## config.mk

```make
export PLATFORM = sky130hd
export DESIGN_NAME = score_sequencer_flat
export DESIGN_NICKNAME = d
export VERILOG_FILES = /design/src/rtl/score_sequencer_if.sv /design/src/rtl/score_sequencer.sv /design/src/flat_wrapper.sv
export SDC_FILE = /design/constraint.sdc
export NUM_CORES = 1
export LEC_CHECK = 0
export CORE_ASPECT_RATIO = 0.9
export CORE_MARGIN = 1
export CORE_UTILIZATION = 45
export CTS_CLUSTER_SIZE = 40
export DETAILED_ROUTE_END_ITERATION = 10
export HOLD_SLACK_MARGIN = 0.05
export SLEW_MARGIN = 5
export SYNTH_ARGS = -nofsm -noshare
export SYNTH_HDL_FRONTEND = slang
export SYNTH_SLANG_ARGS = --single-unit
```

## constraint.sdc

```tcl
create_clock -name clk -period 10.6 [get_ports clk]
set_input_delay 1.59 -clock clk [delete_from_list [all_inputs] [get_ports clk]]
set_output_delay 1.59 -clock clk [all_outputs]
set_load 0.005 [all_outputs]
```

## src/rtl/score_sequencer_if.sv

```systemverilog
// Handshake bundle between the frame sequencer and the UART / GDP controller /
// status logic. The slave modport is the sequencer's view.
interface score_sequencer_if #(
  parameter int SCORE_W = 16,
  parameter int IDX_W   = 8
);
  logic                      rx_available;
  logic                      send_all;
  logic                      gdp_idle;
  logic                      start_gdp;
  logic                      score_ready;
  logic [IDX_W-1:0]          senone_idx;
  logic signed [SCORE_W-1:0] senone_score;
  logic                      last_senone;
  logic                      tx_ready;
  logic                      start_tx;
  logic signed [SCORE_W-1:0] tx_num;
  logic [IDX_W-1:0]          tx_idx;
  logic signed [SCORE_W-1:0] best_score;
  logic [IDX_W-1:0]          best_idx;
  logic [1:0]                state;
  logic                      frame_done;
  logic                      overrun;

  modport slave (
    input  rx_available, send_all, gdp_idle, score_ready, senone_idx,
           senone_score, last_senone, tx_ready,
    output start_gdp, start_tx, tx_num, tx_idx, best_score, best_idx,
           state, frame_done, overrun
  );

  modport master (
    output rx_available, send_all, gdp_idle, score_ready, senone_idx,
           senone_score, last_senone, tx_ready,
    input  start_gdp, start_tx, tx_num, tx_idx, best_score, best_idx,
           state, frame_done, overrun
  );
endinterface

```

## src/rtl/score_sequencer.sv

```systemverilog
// Per-frame sequencer: starts GDP, buffers and tracks the best senone score,
// optionally normalises against the best, and streams results to the UART.
module score_sequencer #(
  parameter int N_SENONES = 10,
  parameter int SCORE_W   = 16,
  parameter int IDX_W     = 8
) (
  input  logic              clk,
  input  logic              reset,
  score_sequencer_if.slave  bus
);

  localparam int CW = IDX_W + 1;
  localparam int AW = (N_SENONES > 1) ? $clog2(N_SENONES) : 1;
  localparam logic signed [SCORE_W-1:0] SCORE_MIN = {1'b1, {(SCORE_W-1){1'b0}}};
  localparam logic signed [SCORE_W-1:0] SCORE_MAX = {1'b0, {(SCORE_W-1){1'b1}}};
  localparam logic [CW-1:0] N_CNT = CW'(N_SENONES);

  typedef enum logic [1:0] {
    ST_IDLE = 2'd0,
    ST_PROC = 2'd1,
    ST_NORM = 2'd2,
    ST_SEND = 2'd3
  } state_e;

  state_e                    state_q, state_d;
  logic                      send_all_q, send_all_d;
  logic [CW-1:0]             count_q, count_d;
  logic [CW-1:0]             ptr_q, ptr_d;
  logic signed [SCORE_W-1:0] best_q, best_d;
  logic [IDX_W-1:0]          best_idx_q, best_idx_d;
  logic                      start_gdp_q, start_gdp_d;
  logic                      start_tx_q, start_tx_d;
  logic                      frame_done_q, frame_done_d;
  logic signed [SCORE_W-1:0] tx_num_q, tx_num_d;
  logic [IDX_W-1:0]          tx_idx_q, tx_idx_d;
  logic                      overrun_q, overrun_d;

  logic signed [SCORE_W-1:0] score_mem [N_SENONES];
  logic                      buf_we;
  logic [AW-1:0]             buf_addr;
  logic signed [SCORE_W-1:0] buf_wdata;
  logic signed [SCORE_W-1:0] rd_data;
  logic signed [SCORE_W:0]   diff;
  logic signed [SCORE_W-1:0] diff_sat;
  logic [CW-1:0]             n_words;

  // The incoming index is informational only; storage follows the internal count.
  logic unused_idx;
  assign unused_idx = ^bus.senone_idx;

  assign rd_data = score_mem[ptr_q[AW-1:0]];
  assign n_words = send_all_q ? count_q : CW'(1);

  always_comb begin
    diff = {rd_data[SCORE_W-1], rd_data} - {best_q[SCORE_W-1], best_q};
    if (diff[SCORE_W] != diff[SCORE_W-1]) begin
      diff_sat = diff[SCORE_W] ? SCORE_MIN : SCORE_MAX;
    end else begin
      diff_sat = diff[SCORE_W-1:0];
    end
  end

  always_comb begin
    // NOTE: every always_comb output gets a default first so no path infers a latch.
    state_d      = state_q;
    send_all_d   = send_all_q;
    count_d      = count_q;
    ptr_d        = ptr_q;
    best_d       = best_q;
    best_idx_d   = best_idx_q;
    start_gdp_d  = 1'b0;
    start_tx_d   = 1'b0;
    frame_done_d = 1'b0;
    tx_num_d     = tx_num_q;
    tx_idx_d     = tx_idx_q;
    buf_we       = 1'b0;
    buf_addr     = count_q[AW-1:0];
    buf_wdata    = bus.senone_score;
    overrun_d    = overrun_q
                 | (bus.rx_available && !(state_q == ST_IDLE && bus.gdp_idle))
                 | (bus.score_ready && state_q != ST_PROC);

    unique case (state_q)
      ST_IDLE: begin
        if (bus.rx_available && bus.gdp_idle) begin
          send_all_d  = bus.send_all;
          count_d     = '0;
          ptr_d       = '0;
          best_d      = SCORE_MIN;
          best_idx_d  = '0;
          start_gdp_d = 1'b1;
          state_d     = ST_PROC;
        end
      end
      ST_PROC: begin
        if (bus.score_ready) begin
          buf_we  = 1'b1;
          count_d = count_q + CW'(1);
          // Strict compare keeps the lower index on ties.
          if (bus.senone_score > best_q) begin
            best_d     = bus.senone_score;
            best_idx_d = count_q[IDX_W-1:0];
          end
          if (bus.last_senone || (count_q + CW'(1)) == N_CNT) begin
            ptr_d   = '0;
            state_d = send_all_q ? ST_NORM : ST_SEND;
          end
        end
      end
      ST_NORM: begin
        buf_we    = 1'b1;
        buf_addr  = ptr_q[AW-1:0];
        buf_wdata = diff_sat;
        ptr_d     = ptr_q + CW'(1);
        if ((ptr_q + CW'(1)) == count_q) begin
          ptr_d   = '0;
          state_d = ST_SEND;
        end
      end
      ST_SEND: begin
        // A pulse just issued for the last word closes the frame on this cycle.
        if (start_tx_q && ptr_q == n_words) begin
          frame_done_d = 1'b1;
          state_d      = ST_IDLE;
        end else if (bus.tx_ready && !start_tx_q && ptr_q < n_words) begin
          start_tx_d = 1'b1;
          tx_num_d   = send_all_q ? rd_data : best_q;
          tx_idx_d   = send_all_q ? ptr_q[IDX_W-1:0] : best_idx_q;
          ptr_d      = ptr_q + CW'(1);
        end
      end
      default: state_d = ST_IDLE;
    endcase
  end

  always_ff @(posedge clk) begin
    if (reset) begin
      state_q      <= ST_IDLE;
      send_all_q   <= 1'b0;
      count_q      <= '0;
      ptr_q        <= '0;
      best_q       <= SCORE_MIN;
      best_idx_q   <= '0;
      start_gdp_q  <= 1'b0;
      start_tx_q   <= 1'b0;
      frame_done_q <= 1'b0;
      tx_num_q     <= '0;
      tx_idx_q     <= '0;
      overrun_q    <= 1'b0;
    end else begin
      state_q      <= state_d;
      send_all_q   <= send_all_d;
      count_q      <= count_d;
      ptr_q        <= ptr_d;
      best_q       <= best_d;
      best_idx_q   <= best_idx_d;
      start_gdp_q  <= start_gdp_d;
      start_tx_q   <= start_tx_d;
      frame_done_q <= frame_done_d;
      tx_num_q     <= tx_num_d;
      tx_idx_q     <= tx_idx_d;
      overrun_q    <= overrun_d;
    end
  end

  // NOTE: the score buffer is deliberately left unreset; entries are always
  // written in PROC before NORM or SEND reads them.
  always_ff @(posedge clk) begin
    if (buf_we) begin
      score_mem[buf_addr] <= buf_wdata;
    end
  end

  assign bus.state      = state_q;
  assign bus.start_gdp  = start_gdp_q;
  assign bus.start_tx   = start_tx_q;
  assign bus.frame_done = frame_done_q;
  assign bus.tx_num     = tx_num_q;
  assign bus.tx_idx     = tx_idx_q;
  assign bus.best_score = best_q;
  assign bus.best_idx   = best_idx_q;
  assign bus.overrun    = overrun_q;

endmodule

```

## src/flat_wrapper.sv

```systemverilog
// flat-port wrapper written by rule: the top's interface ports become plain ports
module score_sequencer_flat 
#(
  parameter int N_SENONES = 10,
  parameter int SCORE_W   = 16,
  parameter int IDX_W     = 8
)
  (clk, reset, bus_rx_available, bus_send_all, bus_gdp_idle, bus_score_ready, bus_senone_idx, bus_senone_score, bus_last_senone, bus_tx_ready, bus_start_gdp, bus_start_tx, bus_tx_num, bus_tx_idx, bus_best_score, bus_best_idx, bus_state, bus_frame_done, bus_overrun);
  score_sequencer_if #(.SCORE_W(SCORE_W), .IDX_W(IDX_W)) bus_i ();
  input  logic clk;
  input  logic reset;
  input wire logic [$bits(bus_i.rx_available)-1:0] bus_rx_available;
  input wire logic [$bits(bus_i.send_all)-1:0] bus_send_all;
  input wire logic [$bits(bus_i.gdp_idle)-1:0] bus_gdp_idle;
  input wire logic [$bits(bus_i.score_ready)-1:0] bus_score_ready;
  input wire logic [$bits(bus_i.senone_idx)-1:0] bus_senone_idx;
  input wire logic [$bits(bus_i.senone_score)-1:0] bus_senone_score;
  input wire logic [$bits(bus_i.last_senone)-1:0] bus_last_senone;
  input wire logic [$bits(bus_i.tx_ready)-1:0] bus_tx_ready;
  output wire logic [$bits(bus_i.start_gdp)-1:0] bus_start_gdp;
  output wire logic [$bits(bus_i.start_tx)-1:0] bus_start_tx;
  output wire logic [$bits(bus_i.tx_num)-1:0] bus_tx_num;
  output wire logic [$bits(bus_i.tx_idx)-1:0] bus_tx_idx;
  output wire logic [$bits(bus_i.best_score)-1:0] bus_best_score;
  output wire logic [$bits(bus_i.best_idx)-1:0] bus_best_idx;
  output wire logic [$bits(bus_i.state)-1:0] bus_state;
  output wire logic [$bits(bus_i.frame_done)-1:0] bus_frame_done;
  output wire logic [$bits(bus_i.overrun)-1:0] bus_overrun;
  assign bus_i.rx_available = bus_rx_available;
  assign bus_i.send_all = bus_send_all;
  assign bus_i.gdp_idle = bus_gdp_idle;
  assign bus_i.score_ready = bus_score_ready;
  assign bus_i.senone_idx = bus_senone_idx;
  assign bus_i.senone_score = bus_senone_score;
  assign bus_i.last_senone = bus_last_senone;
  assign bus_i.tx_ready = bus_tx_ready;
  assign bus_start_gdp = bus_i.start_gdp;
  assign bus_start_tx = bus_i.start_tx;
  assign bus_tx_num = bus_i.tx_num;
  assign bus_tx_idx = bus_i.tx_idx;
  assign bus_best_score = bus_i.best_score;
  assign bus_best_idx = bus_i.best_idx;
  assign bus_state = bus_i.state;
  assign bus_frame_done = bus_i.frame_done;
  assign bus_overrun = bus_i.overrun;
  score_sequencer #(.N_SENONES(N_SENONES), .SCORE_W(SCORE_W), .IDX_W(IDX_W)) u_core (.clk(clk), .reset(reset), .bus(bus_i));
endmodule
```

# Word-level counts from Yosys, hierarchy flattened
# Memories as Yosys holds them, arrays and structs flattened. A register that Yosys moved wholly into a read port is not among the register bits.
# Cells that the tools add are included.
# Widths: inputs -> output; s select.
# word_totals
ff_bits	73
mem_bits_rw	160
inputBits	32
output_inout_bits	54
word_cells	100
mem_count	1
# memory_table
name	words	width	read_ports	rd_clocked_by_memory_dff	wr	line	rtl
u_core.score_mem	10	16	1	1	1	score_sequencer.sv:39	logic signed [SCORE_W-1:0] score_mem [N_SENONES];
# op_classes
n_addsub	3
order_cmp	2
eq_ne	16
n_mux	40
n_bitwise	5
n_reduce_logical	21
# op_table
op	n
$mux 16	7
$mux 9	8
$pmux 9 s4	1
$mux 8	4
$pmux 16 s2	1
$add 9x1->9 const B	2
$eq 9x9->1	2
$pmux 9 s2	1
$sub 16x16->17	1
$gt 16x16->1	1
$pmux 8 s2	1
$mux 4	3
$ne 2x1->1 const B	6
$mux 2	5
$reduce_and 5->1	2
$eq 9x4->1 const B	1
$lt 9x9->1	1
$pmux 2 s4	1
$logic_and 1x1->1	7
$mux 1	7
$ne 2x2->1 const B	3
$reduce_and 3->1	2
$eq 2x2->1 const B	2
$reduce_and 4->1	1
12 further kinds	17

# Logic depth before layout (Yosys ltp)
# depth
depth_word	8
mapped_depth	16
depth_no_buf	13

# Worst setup path before layout
# Ideal clock, no wire load.
# synth_timing
path_type	register to register
startpoint	reg (tool-made name)
endpoint	mem u_core.score_mem[0][11], data pin
setup_ns	0.252
arrival_time_ns	3.752
required_ns	10.348
slack_ns	6.595
stages_incl_launch_ff	16
n_path_buf	4
period_less_slack_ns	4.005
cell_sequence	dfxtp_1 -> buf_4 -> buf_2 -> mux4_2 -> a211oi_1 -> a21oi_1 -> ha_1 -> buf_2 -> nand4_1 -> a2111oi_0 -> o21ai_1 -> a211oi_2 -> and2_1 -> buf_2 -> nor2_1 -> o22ai_1
# synth_rtl
item	line
end: declaration	score_sequencer.sv:39

==> flow_summary_export.csv <==
group,metric,value,unit
status,status,"completed",
power_and_ir_drop,power.density,185,nW/µm²
sta,max_clock_freq,0.177,GHz
yosys,async_reset_ff_frac,0,
place,dp.cells,1325,
route,via_count,7742,
yosys,syn-num-nets,1033,
sta,timing_max_transition_violations_final,0,
sta,final_critical_path_setup_slack,4960,ps
critical_path,path_class,"flip-flop to flip-flop",
sta,worst-slew-pin-transition,1030,ps
cts,post_cts_hold_buffer_count,0,
sta,post-route-min-period,5640,ps
yosys,synth_seq_cells,237,
sta,report.final.hold_viol_count,0,
cts,post_cts_buffers,0,
min_path,hold_path.class,"flip-flop to flip-flop",
floorplan,die_w,171,µm
grt,grt_start_max_net_pins,49,
critical_path,crit_required,10800,ps
final_layout,final_cell_mix,"160 x edfxtp_1, 78 x nor2_1, 76 x clkdlybuf4s50_1",
power_and_ir_drop,static-leakage-power,4.40,nW
grt,grt_antenna_before_repair,0,
floorplan,num_rows,55,
grt,groute.usage.overall,0.212,
place,worst_slack_at_placement,4950,ps
route,pre_repair_dr_iteration_count,5,
cts,cts_repair_resize_count,0,
critical_path,cpMostUsedCell,"nor2_1",
floorplan,die-area,26300,µm²
yosys,seq_area_frac_synth,0.549,
place,detailed_place_hpwl,17800,µm
floorplan,core,25200,µm²
sta,rsz0062_at_grt,"no",
yosys,syn_area,11500,µm²
critical_path,worst_path_max_delay_cell,"dfxtp_4",
grt,grt_first_pass_wirelength,43100,µm
final_layout,antenna_cells_inserted,0,
yosys,synth.lib_cells_used.distinct,73,
yosys,synthesis.area_per_instance,12.1,µm²
route,routedWlPerCell,19.8,µm
cts,clock_tree.htree_level_count,1,
critical_path,critPathLaunchType,"flip-flop",
critical_path,crit_path_max_fanout,48,
critical_path,crit_path_cell_trace,"mux4_2 -> nor2b_1 -> a211oi_1 -> a21oi_1 -> ha_1 -> nand4_1 -> nor2_1 -> nand3_1 -> a32oi_1 -> and2_1 -> nor2_1 -> o22ai_1",
floorplan,start_util,0.459,
sta,fin_skew,17.5,ps
job,max_cap_viol,0,
floorplan,floorplan.die.height,154,µm
cts,clk_pin_slew,60,ps
grt,first_global_vias,7411,
sta,max_slew_margin,0.315,
cts,clock_tree_from_tritoncts,"yes",
route,detail_route.iter0.violations,584,
critical_path,crit_arrival,5840,ps
sta,final_setup_violation_count,0,
yosys,yosysWarnings,0,
yosys,synthFlopType,"edfxtp_1",
place,finalWeightedCongestion,0.901,
place,port_buffers,77,
critical_path,crit_path_max_incr_delay,980,ps
route,drt_drc_violations_left,0,
cts,worstSkewPairLatency,540,ps
cts,cts_inserted_buffers,26,
yosys,post_synth_inst_count,951,
final_layout,layout_cells_sized_above_1,0.107,
sta,totalNegativeSetupSlack,0,ps
cts,cts.path.max_buffers,3,
route,route.detailed.vias_per_inst,5.66,
sta,final.period_utilization,0.532,
final_layout,layout_overhead_on_the_synthesized_area,16.7,%
final_layout,final_common_cell,"edfxtp_1",
yosys,count_of_flip_flops_with_a_built_in_enable_after_synthesis,160,
floorplan,ios,86,
cts,ctsRootBufferMaster,"clkbuf_16",
power_and_ir_drop,ir_worst_vdd,0.000107,V
critical_path,critical_path.endpoint_type,"flip-flop",
cts,clkSinkCount,237,
final_layout,nNetsFinal,1093,
final_layout,fin_cells,1369,
grt,globalRouteOverflowTotal,0,
route,wirelength,27100,µm
final_layout,fillers,2173,
route,drt.antenna.violating_nets,0,
[per-stage QoR]
stage | util | power, mW | area, µm² | hold WS (ps)
global placement | 0.502 | 1.63 | 12600 | 474
finish | 0.535 | 2.50 | 13500 | 495
floorplan | - | 1.47 | 11500 | 471
detailed placement | 0.502 | 1.63 | 12600 | 477
global route | 0.535 | 2.61 | 13500 | 514
CTS | 0.535 | 2.52 | 13500 | 496
[cells by family (layout without fill, tap and decap cells)]
family                     after synthesis  after routing  synth area share
DFF                                    237            237             0.549
muxes                                   76             76             0.101
and+or+nand+nor                        219            219            0.0947
xor gates and xnor gates                20             20            0.0152
adders and majority gates               50             50            0.0548
AOI/OAI and AO/OA                      239            239             0.146
buffers and inverters                  110            186            0.0387
[cell usage after synthesis (all sizes together), types with 4 or more instances]
master / number / share of area
a32oi: 5 / 0.0038
or2: 4 / 0.0022
xnor2: 12 / 0.0091
clkbuf: 37 / 0.012
xor2: 8 / 0.0061
nor4: 5 / 0.0032
nor2b: 28 / 0.015
edfxtp: 160 / 0.42
o22ai: 15 / 0.0081
o31ai: 6 / 0.0039
o211ai: 5 / 0.0033
dfxtp: 77 / 0.13
nand4: 13 / 0.0070
a21o: 6 / 0.0039
o21ai: 33 / 0.014
a22o: 25 / 0.019
a21oi: 44 / 0.019
a31oi: 5 / 0.0027
a221oi: 4 / 0.0030
o21a: 12 / 0.0078
inv: 49 / 0.016
and4: 4 / 0.0030
nand3: 9 / 0.0043
a211oi: 51 / 0.034
nor2: 79 / 0.026
mux2i: 42 / 0.036
nor3: 10 / 0.0048
ha: 49 / 0.053
nand2: 42 / 0.014
buf: 24 / 0.011
mux4: 32 / 0.062
nand2b: 7 / 0.0038
[final timing paths]
check	startpoint	end	slack, ps	depth (start not counted)
max	flip-flop	u_core.score_mem[8][3]	4960	12
min	u_core.bus.tx_num[8]	u_core.bus.tx_num[8]	500	2
max reg2reg	flip-flop	u_core.score_mem[8][3]	4960	12
min reg2reg	u_core.bus.tx_num[8]	u_core.bus.tx_num[8]	500	2
[final cells by class]
type	count	area, µm²	share of cell area
Timing Repair Buffer	93	886	0.0657
Clock inverter	6	83.8	0.00622
Multi-Input combinational cell	604	4790	0.355
Inverter	49	184	0.0136
Clock buffer	38	758	0.0562
Sequential cell	237	6350	0.471
Tap cell	342	428	0.0317
[report_power, final]
group / total, mW / switching, mW / internal [mW]
clock: 0.880 / 0.359 / 0.521
combinational: 0.529 / 0.328 / 0.201
sequential: 1.09 / 0.0301 / 1.06
total: 2.50 / 0.717 / 1.78
[worst max-delay path, delay by kind of cell (launching register included)]
kind	cells	cell delay (ps)
adders and majority gates	1	520
and+or+nand+nor	6	1330
muxes	1	590
AOI/OAI and AO/OA	4	1860
DFF	1	980
[layer usage]
metal  track usage  up-vias  part of all wire
met5             0        -                 0
met3        0.0317       32             0.056
met2         0.301      214              0.41
met1         0.334     3731              0.51
met4        0.0536        0             0.020
li1              -     3765                 -
[state kept, by name, indices dropped and copies added (netlist names), 2 cells and up, named ones only]
register,cells
u_core.bus.state,2
u_core.ptr_q,9
u_core.count_q,9
u_core.bus.best_score,16
u_core.bus.best_idx,8
u_core.bus.tx_idx,8
u_core.score_mem,160
u_core.bus.tx_num,16
Note: power is estimated with default switching activity, not from simulation.
